`src/rtl/mlm_ser_if.sv`:
```
// Codeword handshake between the Hamming encoder and the serializer.
// Bit 0 of in_data is the leftmost codeword bit and is transmitted first.
interface mlm_ser_if #(
  parameter int W = 21
);
  logic         in_valid;
  logic         in_ready;
  logic [0:W-1] in_data;

  modport master (output in_valid, output in_data, input  in_ready);
  modport slave  (input  in_valid, input  in_data, output in_ready);
endinterface

```
`src/rtl/mlm_ser.sv`:
```
// Codeword serializer: a one-word holding register feeds a shifter that emits
// one bit per clock, index 0 first, followed by GAP idle cycles per frame.
module mlm_ser #(
  parameter int W   = 21,
  parameter int GAP = 1,
  parameter int CW  = 16
) (
  input  logic          i_clk,
  input  logic          i_rst_n,
  mlm_ser_if.slave      s_in,
  output logic          o_sd,
  output logic          o_sv,
  output logic          o_sf,
  output logic          o_busy,
  output logic [CW-1:0] o_frm_cnt
);
  localparam int              KW     = $clog2(W);
  localparam logic [KW-1:0]   K_LAST = KW'(W - 1);
  localparam logic [3:0]      G_LAST = 4'((GAP > 0) ? GAP - 1 : 0);

  typedef enum logic [1:0] {S_IDLE, S_SHIFT, S_GAP} state_t;

  state_t        r_state;
  logic [0:W-1]  r_hold;
  logic          r_full;
  logic          r_rdy;
  logic [0:W-1]  r_sh;
  logic [KW-1:0] r_k;
  logic [3:0]    r_gc;
  logic          r_sd, r_sv, r_sf;
  logic [CW-1:0] r_cnt;

  logic w_acc, w_last, w_load;

  // in_ready is a plain register mirroring "holding register empty"
  assign w_acc  = s_in.in_valid & r_rdy;
  assign w_last = (r_state == S_SHIFT) && (r_k == K_LAST);
  assign w_load = r_full && ((r_state == S_IDLE) ||
                             (w_last && (GAP == 0)) ||
                             ((r_state == S_GAP) && (r_gc == G_LAST)));

  always_ff @(posedge i_clk or negedge i_rst_n) begin
    if (!i_rst_n) begin
      r_state <= S_IDLE;
      r_hold  <= '0;
      r_full  <= 1'b0;
      r_rdy   <= 1'b1;
      r_sh    <= '0;
      r_k     <= '0;
      r_gc    <= '0;
      r_sd    <= 1'b0;
      r_sv    <= 1'b0;
      r_sf    <= 1'b0;
      r_cnt   <= '0;
    end else begin
      // a same-edge accept wins: the old word leaves via the load below
      if (w_acc) begin
        r_hold <= s_in.in_data;
        r_full <= 1'b1;
        r_rdy  <= 1'b0;
      end else if (w_load) begin
        r_full <= 1'b0;
        r_rdy  <= 1'b1;
      end

      if (w_last) r_cnt <= r_cnt + 1'b1;

      if (w_load) begin
        r_state <= S_SHIFT;
        r_sh    <= r_hold;
        r_k     <= '0;
        r_gc    <= '0;
        r_sd    <= r_hold[0];
        r_sv    <= 1'b1;
        r_sf    <= 1'b1;
      end else begin
        unique case (r_state)
          S_SHIFT: begin
            if (w_last) begin
              r_sd    <= 1'b0;
              r_sv    <= 1'b0;
              r_sf    <= 1'b0;
              r_gc    <= '0;
              r_state <= (GAP > 0) ? S_GAP : S_IDLE;
            end else begin
              r_k  <= r_k + 1'b1;
              r_sd <= r_sh[1];
              r_sh <= {r_sh[1:W-1], 1'b0};
              r_sf <= 1'b0;
            end
          end
          S_GAP: begin
            if (r_gc == G_LAST) r_state <= S_IDLE;
            else                r_gc    <= r_gc + 1'b1;
          end
          default: ;
        endcase
      end
    end
  end

  assign s_in.in_ready = r_rdy;
  assign o_sd          = r_sd;
  assign o_sv          = r_sv;
  assign o_sf          = r_sf;
  assign o_busy        = (r_state != S_IDLE) || r_full;
  assign o_frm_cnt     = r_cnt;
endmodule

```
`src/flat_wrapper.sv`:
```
// flat-port wrapper written by rule: the top's interface ports become plain ports
module mlm_ser_flat 
#(
  parameter int W   = 21,
  parameter int GAP = 1,
  parameter int CW  = 16
)
  (i_clk, i_rst_n, o_sd, o_sv, o_sf, o_busy, o_frm_cnt, s_in_in_valid, s_in_in_data, s_in_in_ready);
  mlm_ser_if #(.W(W)) s_in_i ();
  input  logic i_clk;
  input  logic i_rst_n;
  output logic o_sd;
  output logic o_sv;
  output logic o_sf;
  output logic o_busy;
  output logic [CW-1:0] o_frm_cnt;
  input wire logic [$bits(s_in_i.in_valid)-1:0] s_in_in_valid;
  input wire logic [$bits(s_in_i.in_data)-1:0] s_in_in_data;
  output wire logic [$bits(s_in_i.in_ready)-1:0] s_in_in_ready;
  assign s_in_i.in_valid = s_in_in_valid;
  assign s_in_i.in_data = s_in_in_data;
  assign s_in_in_ready = s_in_i.in_ready;
  mlm_ser #(.W(W), .GAP(GAP), .CW(CW)) u_core (.i_clk(i_clk), .i_rst_n(i_rst_n), .s_in(s_in_i), .o_sd(o_sd), .o_sv(o_sv), .o_sf(o_sf), .o_busy(o_busy), .o_frm_cnt(o_frm_cnt));
endmodule
```
`config.mk`:
```
export PLATFORM = sky130hd
export DESIGN_NAME = mlm_ser_flat
export DESIGN_NICKNAME = d
export VERILOG_FILES = /design/src/rtl/mlm_ser_if.sv /design/src/rtl/mlm_ser.sv /design/src/flat_wrapper.sv
export SDC_FILE = /design/constraint.sdc
export NUM_CORES = 1
export LEC_CHECK = 0
export ABC_AREA = 1
export ABC_CLOCK_PERIOD_IN_PS = 1700
export BUFFER_PORTS_ARGS = -buffer_cell sky130_fd_sc_hd__buf_2
export CAP_MARGIN = 20
export CORE_MARGIN = 5
export CORE_UTILIZATION = 40
export CTS_CLUSTER_DIAMETER = 30
export DETAILED_ROUTE_END_ITERATION = 8
export HOLD_SLACK_MARGIN = 0.15
export PLACE_DENSITY = 0.59
export SETUP_SLACK_MARGIN = 0.05
export SYNTH_ARGS = -nofsm -noshare
export SYNTH_HDL_FRONTEND = slang
export SYNTH_SLANG_ARGS = --single-unit
```
`constraint.sdc`:
```
create_clock -name i_clk -period 1.7 [get_ports i_clk]
set_input_delay 0.255 -clock i_clk [delete_from_list [all_inputs] [get_ports i_clk]]
set_output_delay 0.255 -clock i_clk [all_outputs]
set_load 0.01 [all_outputs]
```
==> results of run 1 <==
[power by group]
group / total [mW] / switching [mW] / leakage, nW / internal (mW)
Sequential: 2.68 / 0.358 / 0.936 / 2.32
Clock: 1.36 / 0.655 / 0.0981 / 0.707
Combinational: 2.71 / 1.53 / 1.30 / 1.17
[Yosys cell counts (all sizes together)]
cell type,number,share of area
dfstp,1,0.0074
nand4,5,0.011
xor2,11,0.027
inv,35,0.037
o21bai,1,0.0021
nand3,71,0.11
nor3,7,0.013
buf,12,0.024
o211ai,1,0.0021
clkbuf,4,0.0042
dfrtp,72,0.51
ha,9,0.032
nor2,28,0.038
a31oi,1,0.0018
xnor2,1,0.0025
nand2,150,0.17
nand3b,1,0.0021
o21ai,13,0.019
[state kept, by name, indices dropped and copies added, names as in the netlist, 2 cells and up]
register          count
u_core.r_hold        21
u_core.r_sh          20
u_core.o_frm_cnt     16
u_core.r_k            5
u_core.r_gc           4
u_core.r_state        2
[layer usage]
| layer | vias to the layer above | GRT usage | wire, um |
|---|---|---|---|
| li1 | 1513 | - | - |
| met1 | 1416 | 0.184 | 3660 |
| met2 | 51 | 0.238 | 3650 |
| met3 | 11 | 0.0273 | 282 |
| met4 | 0 | 0.0648 | 142 |
| met5 | - | 0 | 0 |
[final cells by class]
| type | count | area [um2] | share of cell area |
|---|---|---|---|
| clock buffers | 10 | 138 | 0.0303 |
| well taps | 108 | 135 | 0.0298 |
| repair buffers | 90 | 713 | 0.157 |
| inverters | 35 | 131 | 0.0289 |
| clock inverters | 5 | 56.3 | 0.0124 |
| multi-input cells | 299 | 1540 | 0.339 |
| flip-flops and latches | 73 | 1830 | 0.403 |
[timing repair]
item / CTS / global route
gates cloned: 0 / 3
buffers inserted: 0 / 6
hold endpoints to repair: 40 / 0
endpoints found under the setup margin: 1 / 37
hold buffers: 22 / 0
resized for setup: 1 / 12
pin swaps: 0 / 3
[cells by family after synthesis]
group	share of synthesized area
flops	0.513
simple gates	0.335
fa+ha+maj	0.0316
compound gates	0.0253
buf+inv	0.0650
xor+xnor	0.0295
[worst max-delay path by stage]
| stage | from | to | depth (start not counted) |
|---|---|---|---|
| detailed placement | u_core.r_state[1] | u_core.o_sd | 10 |
| CTS | u_core.r_gc[0] | u_core.o_sd | 9 |
| finish | u_core.r_gc[0] | u_core.r_sh[19] | 9 |
| global placement | u_core.r_state[1] | u_core.r_sh[1] | 10 |
| floorplan | u_core.r_state[1] | u_core.o_frm_cnt[11] | 8 |
| global route | u_core.r_state[1] | u_core.o_sd | 10 |
[critical path, cell delays in order (launching register included)]
cell,delay (ps)
dfrtp_1,410
inv_2,70
ha_1,220
nand3_1,120
nand2_2,110
nand2_8,150
inv_2,70
buf_12,140
nand2_1,70
nand3_1,70
[per-stage QoR]
step / utilization / power, mW / cells / setup WS, ps
after floorplan: - / 4.30 / 423 / 201
after global placement: 0.458 / 4.95 / 574 / 132
after detailed placement: 0.458 / 5.01 / 574 / 62.1
after CTS: 0.506 / 6.44 / 611 / 61.2
after global routing: 0.523 / 7.28 / 620 / 34.0
final: 0.523 / 6.75 / 620 / 143
==> impl_results.md, run 1 <==
* Status: complete, no violations
* WL per Instance at 12.5 um
* Clk sink count at 73
* Chip width at 104 um
* Cells after Synth at 423
* Worst Path Arrival at 1790 ps
* Layout cell share with drive strength beyond 1 at 0.215
* Lkg Pwr at 2.33 nW
* Min Tclk post-route at 1560 ps
* Worst r2r src: u_core.r_gc[0]
* Number of distinct library cells after synthesis at 32
* Area delta synth->final at 27.5%
* Sequential element share of the synthesized area at 0.513
* Vias in the first global route at 2933
* Sum of negative setup slack at 0 ps
* Slew headroom at 0.661
* CTS root buf: clkbuf_8
* DRT iter0 DRCs at 140
* Area post-placement at 0.00398 mm2
* Hold Path End: u_core.r_hold[1]
* Post-route cell area at 0.00454 mm2
* Mapped Area at 0.00356 mm2
* WL final at 7.73 mm
* Commonest non-fill, non-tap cells in the layout: nand2_1, dfrtp_1, nand3_1
* DRC at 0
* Synthesized Nets at 456
* Critical Path End Type: register
* Buffers on Ports at 44
* Max Slew Vio Count at 0
* First-pass GRT wire length at 13.2 mm
* Fmax at 642 MHz
* Startpoint Class: register
* Vias per cell at 4.82
* Peak supply drop at 0.629 mV
* Number of antenna-violating nets in the routed design at 0
* H-tree depth at 3
* CORE AREA at 0.00868 mm2
* RR Endpoint: u_core.r_sh[19]
* Power Density at 1490 mW/mm2
* Synth Warn # at 0
* Max Cap Viol at 0
* Final setup fails at 0
* Worst hold-check path type: input pin to register
* Final HPWL DP at 5.22 mm
* Most common cell after layout, fill and taps aside: nand2_1
* TritonRoute pass-1 iters at 4
* WHS Path Cells at 5
* Worst EP required at 1930 ps
* Worst Skew at 11.4 ps
* CTS Buffer Depth at 2
* Critical path class: register to register
* Die area at 0.0109 mm2
* Hold Fails Final Rpt at 0
* IO Count at 45
* CTS tree: yes
* GRT Overall Usage at 0.145
* Synthesized flop and latch total at 73
* Worst hold slack at 388 ps
* Total gr overflow at 0
* Clk_lat worst skew at 350 ps
* Initial Util at 0.410
* # rows at 34
* Antenna Cells at 0
* Worst Path Max Fanout at 12
* Largest net degree at the start of global routing at 46
* Reg2reg setup slack at 140 ps
* Layout fillers at 852
* Reg2Reg Depth at 9
* HP Start: s_in_in_valid
* RSZ-0062 raised after global routing: yes
* Initial antenna violation count at 0
* Via count at 2991
* Die H at 104 um
* Final #Nets at 541
* Least-Margin Pin Slew at 508 ps
* Final period util at 0.916
* Clk slew on worst S/H paths at 80 ps
* GP Congestion at 0.804
* Mean Syn Cell Area at 8.42 um2
* TritonCTS Buffers at 9
Power figures use the tool's default switching activity.
==> inputs of run 2 (changes only) <==
Settings changed: PLACE_DENSITY 0.59 to not set.
==> impl_results.md, run 2 (same netlist as run 1, synthesis figures left out) <==
* Worst hold-check path type: input pin to register (unchanged)
* Worst Path Max Fanout at 8 (was 12)
* Number of antenna-violating nets in the routed design at 0 (unchanged)
* Min Tclk post-route at 1580 ps (was 1560 ps)
* GP Congestion at 0.797 (was 0.804)
* GRT Overall Usage at 0.138 (was 0.145)
* Total gr overflow at 0 (unchanged)
* Peak supply drop at 0.809 mV (was 0.629 mV)
* Final period util at 0.932 (was 0.916)
* Die H at 104 um (unchanged)
* Initial antenna violation count at 0 (unchanged)
* Sequential cell area at 0.00183 mm2 (unchanged)
* TritonRoute pass-1 iters at 4 (unchanged)
* Largest net degree at the start of global routing at 74 (was 46)
* Reg with most FFs: u_core.r_hold (unchanged)
* Reg2reg setup slack at 120 ps (was 140 ps)
* Layout Utilization at 0.523 (about the same)
* Layout fillers at 835 (was 852)
* Power Density at 1480 mW/mm2 (was 1490 mW/mm2)
* H-tree depth at 3 (unchanged)
* Critical Path End: u_core.r_sh[16] (was u_core.r_sh[19])
* Final HPWL DP at 4.83 mm (was 5.22 mm)
* RR Endpoint: u_core.r_sh[16] (was u_core.r_sh[19])
* Hold Fails Final Rpt at 0 (unchanged)
* Layout cell share with drive strength beyond 1 at 0.216 (was 0.215)
* Area delta synth->final at 27.5% (about the same)
* Worst hold slack at 377 ps (was 388 ps)
* WL final at 7.32 mm (was 7.73 mm)
* Worst Path Arrival at 1820 ps (was 1790 ps)
* Chip width at 104 um (unchanged)
* Worst setup path start: u_core.r_state[1] (was u_core.r_gc[0])
* CTS root buf: clkbuf_8 (unchanged)
* Least-Margin Pin Slew at 400 ps (was 508 ps)
* Fmax at 631 MHz (was 642 MHz)
* Reg2Reg Depth at 9 (unchanged)
* Largest register FFs at 21 (unchanged)
* Slew headroom at 0.733 (was 0.661)
* Multi-input logic area at 0.00155 mm2 (was 0.00154 mm2)
* RSZ-0062 raised after global routing: no (was yes)
* Final Power at 6.72 mW (was 6.75 mW)
* Pre-CTS setup slack at 48.5 ps (was 62.1 ps)
* Vias per cell at 4.81 (was 4.82)
* Status: complete, no violations (unchanged)
* Clk sink count at 73 (unchanged)
* CTS tree: yes (unchanged)
* Die area at 0.0109 mm2 (unchanged)
* Via count at 2984 (was 2991)
* Antenna Cells at 0 (unchanged)
* Clk_lat worst skew at 350 ps (about the same)
* DRT iter0 DRCs at 86 (was 140)
* # rows at 34 (unchanged)
* TritonCTS Buffers at 9 (unchanged)
* Lkg Pwr at 2.33 nW (about the same)
* Critical Path End Type: register (unchanged)
* Worst r2r src: u_core.r_state[1] (was u_core.r_gc[0])
* Final setup fails at 0 (unchanged)
* CTS Buffer Depth at 2 (unchanged)
* Buffers on Ports at 44 (unchanged)
* First-pass GRT wire length at 12.7 mm (was 13.2 mm)
* CORE AREA at 0.00868 mm2 (unchanged)
* Startpoint Class: register (unchanged)
* Final #Nets at 541 (unchanged)
* Initial Util at 0.410 (unchanged)
* Worst Skew at 10.2 ps (was 11.4 ps)
* Most common cell after layout, fill and taps aside: nand2_1 (unchanged)
* Vias in the first global route at 2865 (was 2933)
* IO Count at 45 (unchanged)
* WL per Instance at 11.8 um (was 12.5 um)
* Commonest non-fill, non-tap cells in the layout: nand2_1, dfrtp_1, nand3_1 (unchanged)
* Worst EP required at 1930 ps (about the same)
* Final worst setup slack at 115 ps (was 143 ps)
* Critical path class: register to register (unchanged)
* Sum of negative setup slack at 0 ps (unchanged)
* Max Cap Viol at 0 (unchanged)
* Max Slew Vio Count at 0 (unchanged)
* DRC at 0 (unchanged)
* Clk slew on worst S/H paths at 80 ps (about the same)
[run 2: where the power goes]
part	internal, mW	switching [mW]	total [mW]
Clock	0.723	0.661	1.38
Combinational	1.16	1.50	2.66
Sequential	2.32	0.359	2.68
Total	4.20	2.52	6.72
[run 2: worst min-delay path by stage]
stage                  startpoint                   to  slack, ps  cells past startpoint
detailed placement        i_rst_n       u_core.r_gc[2]        320                      2
global placement          i_rst_n       u_core.r_gc[0]        320                      2
finish              s_in_in_valid        u_core.r_full        380                      4
floorplan                 i_rst_n  u_core.o_frm_cnt[0]        -40                      0
CTS                 s_in_in_valid        u_core.r_full        370                      4
global route        s_in_in_valid        u_core.r_full        420                      4
[run 2: area by class of cell]
type / count / share of cell area
flip-flops and latches: 73 / 0.403
repair buffers: 90 / 0.152
multi-input cells: 299 / 0.341
well taps: 108 / 0.0298
clock buffers: 10 / 0.0303
inverters: 35 / 0.0289
clock inverters: 6 / 0.0146
[run 2: per-layer routing]
layer / part of all wire / global-route usage
met5: 0 / 0
met3: 0.042 / 0.0379
met4: 0.013 / 0.0527
met1: 0.46 / 0.173
met2: 0.49 / 0.227
[run 2: metrics by stage]
step | instance area [um2] | std cells
final | 4540 | 621
after global routing | 4540 | 621
after CTS | 4380 | 608
after detailed placement | 3950 | 570
after global placement | 3950 | 570
after floorplan | 3560 | 423
[run 2: what timing repair did]
action,4_1_cts,5_1_grt
buffers inserted,0,12
resized for setup,1,13
hold buffers,22,0
cloned,0,1
hold endpoints to repair,93,0
pin swaps,0,6
setup endpoints to repair,9,40
[run 2: critical path: stages (launching register included)]
cell     delay, ps
dfrtp_1        410
buf_4          140
ha_1           180
nand3_1        130
nand2_2        110
nand2_8        120
inv_2           60
buf_4          160
nand2_1         70
nand3_1         70
==> inputs of run 3 (changes only) <==
Settings changed: BUFFER_PORTS_ARGS -buffer_cell sky130_fd_sc_hd__buf_2 to -buffer_cell sky130_fd_sc_hd__buf_4, CTS_BUF_LIST set to sky130_fd_sc_hd__clkbuf_8 sky130_fd_sc_hd__clkbuf_16.
==> impl_results.md, run 3 (same netlist as run 1, synthesis figures left out) <==
* Total gr overflow at 0 (unchanged)
* Largest register FFs at 21 (unchanged)
* Worst Path Arrival at 1810 ps (was 1820 ps)
* Initial Util at 0.410 (unchanged)
* Lkg Pwr at 2.35 nW (was 2.33 nW)
* Least-Margin Pin Slew at 466 ps (was 400 ps)
* Layout cell share with drive strength beyond 1 at 0.208 (was 0.216)
* Hold Fails Final Rpt at 0 (unchanged)
* Sum of negative setup slack at 0 ps (unchanged)
* Worst EP required at 1930 ps (about the same)
* # rows at 34 (unchanged)
* Chip width at 104 um (unchanged)
* Area post-placement at 0.00408 mm2 (was 0.00395 mm2)
* Via count at 2998 (was 2984)
* Reg with most FFs: u_core.r_hold (unchanged)
* GP Congestion at 0.765 (was 0.797)
* DRT iter0 DRCs at 94 (was 86)
* Clk_lat worst skew at 350 ps (about the same)
* Vias in the first global route at 2901 (was 2865)
* Area delta synth->final at 29.6% (was 27.5%)
* Worst Path Max Fanout at 11 (was 8)
* Min Tclk post-route at 1570 ps (was 1580 ps)
* Fmax at 636 MHz (was 631 MHz)
* Commonest non-fill, non-tap cells in the layout: nand2_1, dfrtp_1, nand3_1 (unchanged)
* Status: complete, no violations (unchanged)
* Number of antenna-violating nets in the routed design at 0 (unchanged)
* Worst Skew at 14.7 ps (was 10.2 ps)
* CTS root buf: clkbuf_8 (unchanged)
* DRC at 0 (unchanged)
* CORE AREA at 0.00868 mm2 (unchanged)
* WL final at 7.64 mm (was 7.32 mm)
* Startpoint Class: register (unchanged)
* RSZ-0062 raised after global routing: yes (was no)
* Slew headroom at 0.690 (was 0.733)
* Clk slew on worst S/H paths at 80 ps (about the same)
* CTS Buffer Depth at 2 (unchanged)
* Critical Path End Type: register (unchanged)
* Antenna Cells at 0 (unchanged)
* H-tree depth at 3 (unchanged)
* First-pass GRT wire length at 13.1 mm (was 12.7 mm)
* Die H at 104 um (unchanged)
* GRT Overall Usage at 0.142 (was 0.138)
* IO Count at 45 (unchanged)
* Reg2Reg Depth at 9 (unchanged)
* Final Power at 6.69 mW (was 6.72 mW)
* Final HPWL DP at 5.13 mm (was 4.83 mm)
* Die area at 0.0109 mm2 (unchanged)
* Power Density at 1450 mW/mm2 (was 1480 mW/mm2)
* Final setup fails at 0 (unchanged)
* Vias per cell at 4.85 (was 4.81)
* TritonRoute pass-1 iters at 6 (was 4)
* TritonCTS Buffers at 9 (unchanged)
* Final period util at 0.926 (was 0.932)
* Final #Nets at 538 (was 541)
* Initial antenna violation count at 0 (unchanged)
* Largest net degree at the start of global routing at 46 (was 74)
* Clk sink count at 73 (unchanged)
* Most common cell after layout, fill and taps aside: nand2_1 (unchanged)
* WL per Instance at 12.4 um (was 11.8 um)
* Post-route cell area at 0.00461 mm2 (was 0.00454 mm2)
* Buffers on Ports at 44 (unchanged)
* Max Slew Vio Count at 0 (unchanged)
* Peak supply drop at 0.853 mV (was 0.809 mV)
* CTS tree: yes (unchanged)
* Max Cap Viol at 0 (unchanged)
* Critical path class: register to register (unchanged)
* Worst hold-check path type: input pin to asynchronous set/reset pin (was input pin to register)
-- run 3: cell types whose count changed in the layout (fill, tap and decap cells not counted), sizes merged --
cell / previous run / this run
clkinv: 4 / 3
clkinvlp: 0 / 1
buf: 67 / 63
clkbuf: 11 / 12
-- run 3: what timing repair did --
action                     CTS  global route
setup endpoints to repair    1            39
gates resized for setup      1             9
hold buffers                22             0
cloned                       0             2
setup buffers                0             5
pin swaps                    0             5
hold endpoints to repair    53             0
-- run 3: final cells by class --
cell class / instances / area (um2)
clock buffers: 10 / 138
multi-input cells: 299 / 1530
inverters: 35 / 131
well taps: 108 / 135
fillers: 831 / 4060
clock inverters: 6 / 60.1
repair buffers: 87 / 793
flip-flops and latches: 73 / 1830
-- run 3: worst max-delay path: stages, from the launching register on --
cell     delay (ps)
dfrtp_1         410
buf_4           140
ha_1            180
nand3_1         110
nand2_2         100
nand2_8         130
inv_2            70
buf_4           170
nand2_1          60
nand3_1          70
-- run 3: per-layer routing --
metal  global-route usage  vias up  routed length [um]
li1                     -     1512                   -
met1                0.179     1408                3570
met2                0.238       66                3640
met3               0.0255       12                 315
met4               0.0638        0                 111
met5                    0        -                   0
-- run 3: report_power, final --
group | switching, mW | internal (mW)
combinational | 1.49 | 1.15
sequential | 0.358 | 2.32
clock | 0.657 | 0.710
-- run 3: per-stage QoR --
step	hold slack (ps)	std cells	util	worst slack, ps
2_1_floorplan	-40.6	423	-	201
3_3_place_gp	243	573	0.470	136
3_5_place_dp	246	573	0.470	57.0
4_1_cts	391	611	0.519	88.3
5_1_grt	431	618	0.532	21.5
6_report	398	618	0.532	127
-- run 3: final timing paths --
check	from	slack [ps]	endpoint
setup / recovery	u_core.r_state[1]	130	u_core.r_sh[13]
hold / removal	i_rst_n	400	u_core.o_frm_cnt[13]
setup reg to reg	u_core.r_state[1]	130	u_core.r_sh[13]
hold reg to reg	u_core.r_hold[7]	480	u_core.r_hold[7]
max in group asynchronous	i_rst_n	720	u_core.s_in.in_ready
min in group i_clk	s_in_in_valid	400	u_core.r_full
